### src/rtl/hier_icache_ctrl_seq.sv
// hier_icache_ctrl_seq
// Sequences enable / disable / flush / selective-flush commands to a set of
// cache banks. A command fans out as per-channel level requests that drop as
// each targeted channel acknowledges. The command finishes when every target
// has acked or when the WAIT cycle budget runs out. On timeout, the channels
// that never answered are reported in fail_mask_o.
module hier_icache_ctrl_seq #(
    parameter int NB_CHANNELS    = 4,
    parameter int ADDR_WIDTH     = 32,
    parameter int TIMEOUT_CYCLES = 256
) (
    input  logic                   clk_i,
    input  logic                   rst_i,

    input  logic                   cmd_valid_i,
    output logic                   cmd_ready_o,
    input  logic [1:0]             cmd_op_i,
    input  logic [NB_CHANNELS-1:0] cmd_mask_i,
    input  logic [ADDR_WIDTH-1:0]  cmd_addr_i,

    output logic [NB_CHANNELS-1:0] enable_req_o,
    output logic [NB_CHANNELS-1:0] disable_req_o,
    output logic [NB_CHANNELS-1:0] flush_req_o,
    output logic [NB_CHANNELS-1:0] sel_flush_req_o,
    output logic [ADDR_WIDTH-1:0]  sel_flush_addr_o,
    input  logic [NB_CHANNELS-1:0] ack_i,

    output logic                   busy_o,
    output logic                   done_o,
    output logic                   err_o,
    output logic [NB_CHANNELS-1:0] fail_mask_o
);

    localparam int CNT_W = (TIMEOUT_CYCLES > 2) ? $clog2(TIMEOUT_CYCLES) : 1;
    localparam logic [CNT_W-1:0] CNT_LAST = CNT_W'(TIMEOUT_CYCLES - 1);
    localparam logic [CNT_W-1:0] CNT_ONE  = CNT_W'(1);

    typedef enum logic [1:0] {
        S_IDLE = 2'd0,
        S_WAIT = 2'd1,
        S_DONE = 2'd2
    } state_e;

    typedef enum logic [1:0] {
        OP_ENABLE    = 2'd0,
        OP_DISABLE   = 2'd1,
        OP_FLUSH     = 2'd2,
        OP_SEL_FLUSH = 2'd3
    } op_e;

    state_e                 state_q, state_d;
    op_e                    op_q, op_d;
    logic [NB_CHANNELS-1:0] pending_q, pending_d;
    logic [CNT_W-1:0]       cnt_q, cnt_d;
    logic                   err_q, err_d;
    logic [NB_CHANNELS-1:0] fail_mask_q, fail_mask_d;
    logic [ADDR_WIDTH-1:0]  addr_q, addr_d;

    logic [NB_CHANNELS-1:0] enable_req_q, enable_req_d;
    logic [NB_CHANNELS-1:0] disable_req_q, disable_req_d;
    logic [NB_CHANNELS-1:0] flush_req_q, flush_req_d;
    logic [NB_CHANNELS-1:0] sel_flush_req_q, sel_flush_req_d;

    // Pending set once this cycle's acks are consumed; acks on channels that
    // are not pending fall out of the AND and are ignored.
    logic [NB_CHANNELS-1:0] pending_after_ack;
    assign pending_after_ack = pending_q & ~ack_i;

    // Next-state and datapath update: accept, ack consumption, completion
    // and timeout.
    always_comb begin
        // NOTE: every signal assigned here gets a default first, so no path
        // through the case leaves one unassigned and no latch is inferred.
        state_d     = state_q;
        op_d        = op_q;
        pending_d   = pending_q;
        cnt_d       = cnt_q;
        err_d       = err_q;
        fail_mask_d = fail_mask_q;
        addr_d      = addr_q;

        case (state_q)
            S_IDLE: begin
                if (cmd_valid_i) begin
                    op_d        = op_e'(cmd_op_i);
                    pending_d   = cmd_mask_i;
                    addr_d      = cmd_addr_i;
                    err_d       = 1'b0;
                    fail_mask_d = '0;
                    cnt_d       = '0;
                    state_d     = (|cmd_mask_i) ? S_WAIT : S_DONE;
                end
            end

            S_WAIT: begin
                pending_d = pending_after_ack;
                cnt_d     = cnt_q + CNT_ONE;
                // Completion is tested first so a last ack landing in the
                // final budget cycle still counts as success.
                if (pending_after_ack == '0) begin
                    state_d = S_DONE;
                end else if (cnt_q == CNT_LAST) begin
                    state_d     = S_DONE;
                    err_d       = 1'b1;
                    fail_mask_d = pending_after_ack;
                    pending_d   = '0;
                end
            end

            S_DONE: begin
                state_d = S_IDLE;
            end

            default: begin
                state_d   = S_IDLE;
                pending_d = '0;
            end
        endcase
    end

    // Request vectors for the next cycle: only the vector chosen by the
    // latched op mirrors the pending set, and only while waiting.
    always_comb begin
        enable_req_d    = '0;
        disable_req_d   = '0;
        flush_req_d     = '0;
        sel_flush_req_d = '0;
        if (state_d == S_WAIT) begin
            case (op_d)
                OP_ENABLE:    enable_req_d    = pending_d;
                OP_DISABLE:   disable_req_d   = pending_d;
                OP_FLUSH:     flush_req_d     = pending_d;
                OP_SEL_FLUSH: sel_flush_req_d = pending_d;
                default:      enable_req_d    = '0;
            endcase
        end
    end

    // State, bookkeeping and registered request outputs, cleared
    // asynchronously so requests drop the moment reset is raised.
    always_ff @(posedge clk_i or posedge rst_i) begin
        if (rst_i) begin
            // NOTE: sequential state is updated with non-blocking assignments
            // only, so every flop samples the pre-edge values of the others.
            state_q         <= S_IDLE;
            op_q            <= OP_ENABLE;
            pending_q       <= '0;
            cnt_q           <= '0;
            err_q           <= 1'b0;
            fail_mask_q     <= '0;
            addr_q          <= '0;
            enable_req_q    <= '0;
            disable_req_q   <= '0;
            flush_req_q     <= '0;
            sel_flush_req_q <= '0;
        end else begin
            state_q         <= state_d;
            op_q            <= op_d;
            pending_q       <= pending_d;
            cnt_q           <= cnt_d;
            err_q           <= err_d;
            fail_mask_q     <= fail_mask_d;
            addr_q          <= addr_d;
            enable_req_q    <= enable_req_d;
            disable_req_q   <= disable_req_d;
            flush_req_q     <= flush_req_d;
            sel_flush_req_q <= sel_flush_req_d;
        end
    end

    // Outputs are flops or decodes of the state flop only, so nothing on the
    // command or ack inputs reaches an output in the same cycle.
    assign cmd_ready_o      = (state_q == S_IDLE);
    assign busy_o           = (state_q != S_IDLE);
    assign done_o           = (state_q == S_DONE);
    assign err_o            = err_q;
    assign fail_mask_o      = fail_mask_q;
    assign sel_flush_addr_o = addr_q;
    assign enable_req_o     = enable_req_q;
    assign disable_req_o    = disable_req_q;
    assign flush_req_o      = flush_req_q;
    assign sel_flush_req_o  = sel_flush_req_q;

endmodule
### config.mk
export PLATFORM = sky130hd
export DESIGN_NAME = hier_icache_ctrl_seq
export DESIGN_NICKNAME = d
export VERILOG_FILES = /design/src/rtl/hier_icache_ctrl_seq.sv
export SDC_FILE = /design/constraint.sdc
export NUM_CORES = 1
export LEC_CHECK = 0
export CAP_MARGIN = 5
export CORE_UTILIZATION = 49
export DETAILED_ROUTE_END_ITERATION = 10
export HOLD_SLACK_MARGIN = 0.02
export PLACE_DENSITY = 0.86
export SETUP_SLACK_MARGIN = 0.2
export SYNTH_ARGS = -nofsm -noshare
export SYNTH_HDL_FRONTEND = slang
export SYNTH_SLANG_ARGS = --single-unit
export TNS_END_PERCENT = 20
### constraint.sdc
create_clock -name clk_i -period 5.87 [get_ports clk_i]
set_input_delay 1.174 -clock clk_i [delete_from_list [all_inputs] [get_ports clk_i]]
set_output_delay 1.174 -clock clk_i [all_outputs]
set_load 0.02 [all_outputs]
After elaboration in Yosys (flattened, before gate mapping)
Cells that the tools add are included.
- bits in registers: 69
- bits in latches: 0
- bits in writable memories: 0
- ROM bits: 0
- bits of input ports: 45
- output and inout bits: 56
- logic and storage cells: 62
- memories kept: 0
- add/subtract/negate cells: 1
- multipliers: 0
- divide/modulo/power cells: 0
- $lt $le $gt $ge: 0
- equality and inequality tests: 10
- shift operators: 0
- muxes and demuxes: 29
- bitwise logic cells: 2
- reductions and logical operators: 9
- operator list (cell ; number):
    $mux W4 ; 14
    $pmux W8 S2 ; 1
    $mux W2 ; 6
    $pmux W4 S3 ; 1
    $add A8 B1 Y8 const B ; 1
    $eq A8 B8 Y1 const B ; 1
    $mux W8 ; 1
    $pmux W4 S2 ; 1
    $eq A2 B1 Y1 const B ; 3
    $eq A2 B2 Y1 const B ; 3
    $ne A2 B2 Y1 const B ; 3
    $and A4 B4 Y4 ; 1
    $logic_not A2 Y1 ; 2
    $logic_not A4 Y1 ; 1
    $not A4 Y4 ; 1
    $pmux W2 S2 ; 1
    $reduce_and A2 Y1 ; 2
    $reduce_and A4 Y1 ; 1
    $reduce_bool A2 Y1 ; 2
    $reduce_or A4 Y1 ; 1
    $mux W1 ; 3
    $pmux W1 S2 ; 1

Depth between registers and ports, before layout
- word-level depth: 7
- mapped depth: 7
- gate-level depth less buffers: 5

Worst setup path after synthesis
OpenSTA, ideal clock, no wires.
- path type: in2reg
- start: input cmd_mask_i[3]
- end: register disable_req_q[1] (netlist: disable_req_o[1])
- data arrival time: 2.281 ns
- data required time: 5.728 ns
- path slack: 3.447 ns
- stages: 7
- cells stage by stage: or4_1 -> buf_2 -> nand2_2 -> and2_1 -> buf_6 -> buf_8 -> a211oi_1
- longest elaborated chain between the ends: 6
- RTL lines (item ; line ; text):
    start, declared ; 18 ; input logic [NB_CHANNELS-1:0] cmd_mask_i,
    $reduce_or A4 Y1 ; 91 ; state_d = (|cmd_mask_i) ? S_WAIT : S_DONE;
    $mux W2 ; 91 ;
    $mux W2 ; 84 ; if (cmd_valid_i) begin
    $pmux W2 S2 ; 82 ; case (state_q)
    $eq A2 B1 Y1 ; 128 ; if (state_d == S_WAIT) begin
    $mux W4 ; 128 ;
    via disable_req_d[1] ; 60 ; logic [NB_CHANNELS-1:0] disable_req_q, disable_req_d;
    end signal, assigned ; 165 ; disable_req_q <= disable_req_d;
    end, declared ; 60 ;
The timed path passes the listed nets, and every way through them passes these cells.
A chain may end at the register's enable or synchronous reset.

Worst setup path after layout
- start: input cmd_valid_i
- end: register disable_req_q[0] (netlist: disable_req_o[0])
- longest elaborated chain between the ends: 5
- RTL lines (item ; line ; text):
    start, declared ; 15 ; input logic cmd_valid_i,
    $mux W2 ; 84 ;
    $mux W2 ; 82 ;
    $eq A2 B1 Y1 ; 129 ; case (op_d)
    $mux W4 ; 129 ;
    $mux W4 * ; 128 ;
    via disable_req_d[0] ; 60 ;
Mark *: on every way through the listed nets, which the timed path passes. The rest lies on a longest branch.

==> summary.md <==
| Metric | Value |
|---|---|
| DRC | 0 |
| Startpoint types | primary input |
| Clock root cell | clkbuf_8 |
| Largest net degree at the start of global routing | 70 |
| CTS hold repair buffers | 0 |
| Critical Path End Type | flop |
| Reg2Reg Setup Slack | 3.40 ns |
| RSZ-0062 raised after global routing | no |
| Setup Buffers After CTS | 0 |
| Seq/Total Area, Yosys | 0.590 |
| R2R Path End | disable_req_o[0]$_DFF_PP0_ |
| Synth Instances | 295 |
| CTS buffer count | 9 |
| Detail Route Antenna Nets | 0 |
| Yosys reg bits | 69 |
| WL per Instance | 13.8 um |
| H-tree depth | 3 |
| DR iter-0 viols | 233 |
| DR pass1 iterations | 4 |
| WS Path Type | in2reg |
| Area grow syn2layout | 41.4% |
| M1 wire length | 2930 um |
| R2R Path Start | state_q[0]$_DFF_PP0_ |
| Chip width | 79.3 um |
| Die area | 6290 um^2 |
| Critical Path RT | 6.08 ns |
| Measured slew at the worst slew-check pin | 0.828 ns |
| Pwr per Cell Area | 480 nW/um^2 |
| Final Max Tran Viols | 0 |
| Antenna Cells | 0 |
| Fmax | 0.309 GHz |
| Placement Rows | 27 |
| Die height | 79.3 um |
| Combinational power share | 0.441 |
| Slew headroom | 0.448 |
| Starting Density | 0.519 |
| Crit path cell chain | clkdlybuf4s50_1, or3b_1, buf_4, nand2_1, or3_4, a211oi_1 |
| Clk buf depth | 2 |
| Critical Path Source | cmd_valid_i |
| TritonCTS clock tree | done |
| Main flop type after synthesis | dfrtp_1 |
| Syn Nets | 341 |
| Cell at the slowest stage of the critical path | or3b_1 |
| HPWL Detailed | 4480 um |
| Buffers on Ports | 100 |
| Worst Path Arrival | 3.45 ns |
| LEAKAGE | 1.91 nW |
| Commonest cells post-synth | nand2_1 (108), dfrtp_1 (69), a211oi_1 (16) |
| Top cell type by total area after synthesis | dfrtp_1 |
| Status | finished clean |
| Placeable Area | 5640 um^2 |
| Met3 WL | 429 um |
| FILL cells | 410 |
| Initial antenna violation count | 0 |
| Ports | 101 |
| Clk_lat worst skew | 0.34 ns |
| Clock Sinks | 69 |
| Clock-pin slew on the worst setup and hold paths | 0.08 ns |
| Post-synth top area share | 0.590 |
| Overall Global Routing Usage | 0.224 |
| Slowest stage delay, CP | 0.63 ns |
| Met2 routed WL | 3010 um |
| Crit path capture | disable_req_o[0]$_DFF_PP0_ |
| Final Hold Slack | 0.478 ns |
| Final hold violations | 0 |
| First-pass GRT wire length | 10500 um |
| Final GP Congestion | 0.792 |
| Unique masters post-synth | 41 |
| Setup tns final | 0 ns |
| Cts repair resizes | 0 |
| Reg2Reg Depth | 5 |
| Sw Share | 0.392 |
| Via count | 2397 |
| Switching Power | 0.780 mW |
| Layout Skew | 0.00963 ns |
| Cell-internal power | 1.21 mW |
| Total Wirelength | 6470 um |
| Largest vdd supply drop | 348 uV |
| Max-cap violations | 0 |
| Post-synth EDFFs | 0 |
| Vias/cell | 5.10 |
| Vias in the first global route | 2270 |
| Post-synthesis average cell area | 9.92 um^2 |
| Yosys warning total | 0 |
| Reg power frac | 0.367 |
| Final setup violation count | 0 |
| Post-synth design cell area | 2930 um^2 |
| Count leader, synth | nand2_1 |
| GR Overflow Total | 0 |
| HP Class | reg2reg |
| Synth top area cells | dfrtp_1 (59%), nand2_1 (14%), a211oi_1 (4.1%) |
| Worst-path fanout max | 24 |
| Minimum clock period | 3.24 ns |
| Post-synth ARST share | 1.00 |
| Post-layout nets | 439 |
| Clock power share | 0.192 |
| DR top layer | met4 |
| Share of cells above drive strength 1 | 0.0678 |
| Tcrit/Tclk final | 0.551 |
## flip-flops by register name (all words and copies together), names as in the netlist
signal and cells:
sel_flush_addr_o 32, cnt_q 8, disable_req_o 4, enable_req_o 4, fail_mask_o 4, flush_req_o 4
pending_q 4, sel_flush_req_o 4, op_q 2, state_q 2, err_o 1
## metrics by stage
step | area (um^2) | util | power [mW] | setup slack (ns) | instances
CTS | 4140 | 0.734 | 2.00 | 2.64 | 470
detailed placement | 3940 | 0.699 | 1.61 | 2.29 | 454
global placement | 3940 | 0.699 | 1.59 | 2.46 | 454
global route | 4140 | 0.734 | 2.11 | 2.50 | 470
finish | 4140 | 0.734 | 1.99 | 2.63 | 470
floorplan | 2930 | - | 1.27 | 2.96 | 295
## critical path, delay by kind of cell
| family | cells | cell delay, ns |
|---|---|---|
| simple gates | 3 | 1.08 |
| buf+inv | 2 | 0.85 |
| compound gates | 1 | 0.33 |
## logic make-up (layout without fill, tap and decap cells)
group                    count (synthesis)  after routing  share of synthesized area
flip-flops                              69             69                      0.590
multiplexers                             4              4                     0.0137
buffers and inverters                   25            128                     0.0457
AND/OR/NAND/NOR                        148            148                      0.231
AO/OA/AOI/OAI                           46             46                      0.110
adder cells (fa/ha/maj)                  1              1                    0.00427
XOR/XNOR                                 2              2                    0.00598
## how the worst min path moves through the flow
stage,start,to,depth (start not counted)
2_1_floorplan,cnt_q[2]$_DFFE_PP0P_,cnt_q[2]$_DFFE_PP0P_,1
3_3_place_gp,sel_flush_addr_o[27]$_DFFE_PP0P_,sel_flush_addr_o[27]$_DFFE_PP0P_,2
3_5_place_dp,sel_flush_addr_o[13]$_DFFE_PP0P_,sel_flush_addr_o[13]$_DFFE_PP0P_,2
4_1_cts,sel_flush_addr_o[27]$_DFFE_PP0P_,sel_flush_addr_o[27]$_DFFE_PP0P_,2
5_1_grt,sel_flush_addr_o[27]$_DFFE_PP0P_,sel_flush_addr_o[27]$_DFFE_PP0P_,2
6_report,sel_flush_addr_o[20]$_DFFE_PP0P_,sel_flush_addr_o[20]$_DFFE_PP0P_,2
## layout make-up
class | instances | area, um^2 | share of cell area
clock inverter | 6 | 61.3 | 0.0148
timing repair buffer | 103 | 1020 | 0.247
sequential | 69 | 1730 | 0.417
multi-input combinational | 201 | 1070 | 0.258
clock buffer | 10 | 138 | 0.0332
inverter | 9 | 33.8 | 0.00816
tap | 72 | 90.1 | 0.0218
## routing by layer
layer | track usage | vias to the layer above
li1 | - | 1188
met1 | 0.293 | 1106
met2 | 0.341 | 95
met3 | 0.0759 | 8
met4 | 0.0927 | 0
met5 | 0 | -
## power groups by stage
| stage | combinational, mW | clock (mW) | sequential [mW] |
|---|---|---|---|
| global placement | 0.857 | 0 | 0.736 |
| detailed placement | 0.881 | 0 | 0.734 |
| CTS | 0.883 | 0.391 | 0.730 |
| global route | 0.953 | 0.411 | 0.748 |
| floorplan | 0.406 | 0 | 0.861 |
| finish | 0.876 | 0.381 | 0.730 |
## cell usage in the layout (no fill, tap or decap), types with 4 or more instances in the layout
cell,synthesis,routed
nand2_1,108,108
clkdlybuf4s50_1,0,100
dfrtp_1,69,69
a211oi_1,16,16
o21ai_0,12,12
clkbuf_8,0,10
inv_1,9,8
nor2_1,5,5
nand3_1,5,5
or3_1,4,4
nand4_1,4,4
o211ai_1,4,4
mux2i_1,4,4
o22a_1,4,4
o2111ai_1,4,4
No activity file was read; power rests on OpenSTA's default activity.
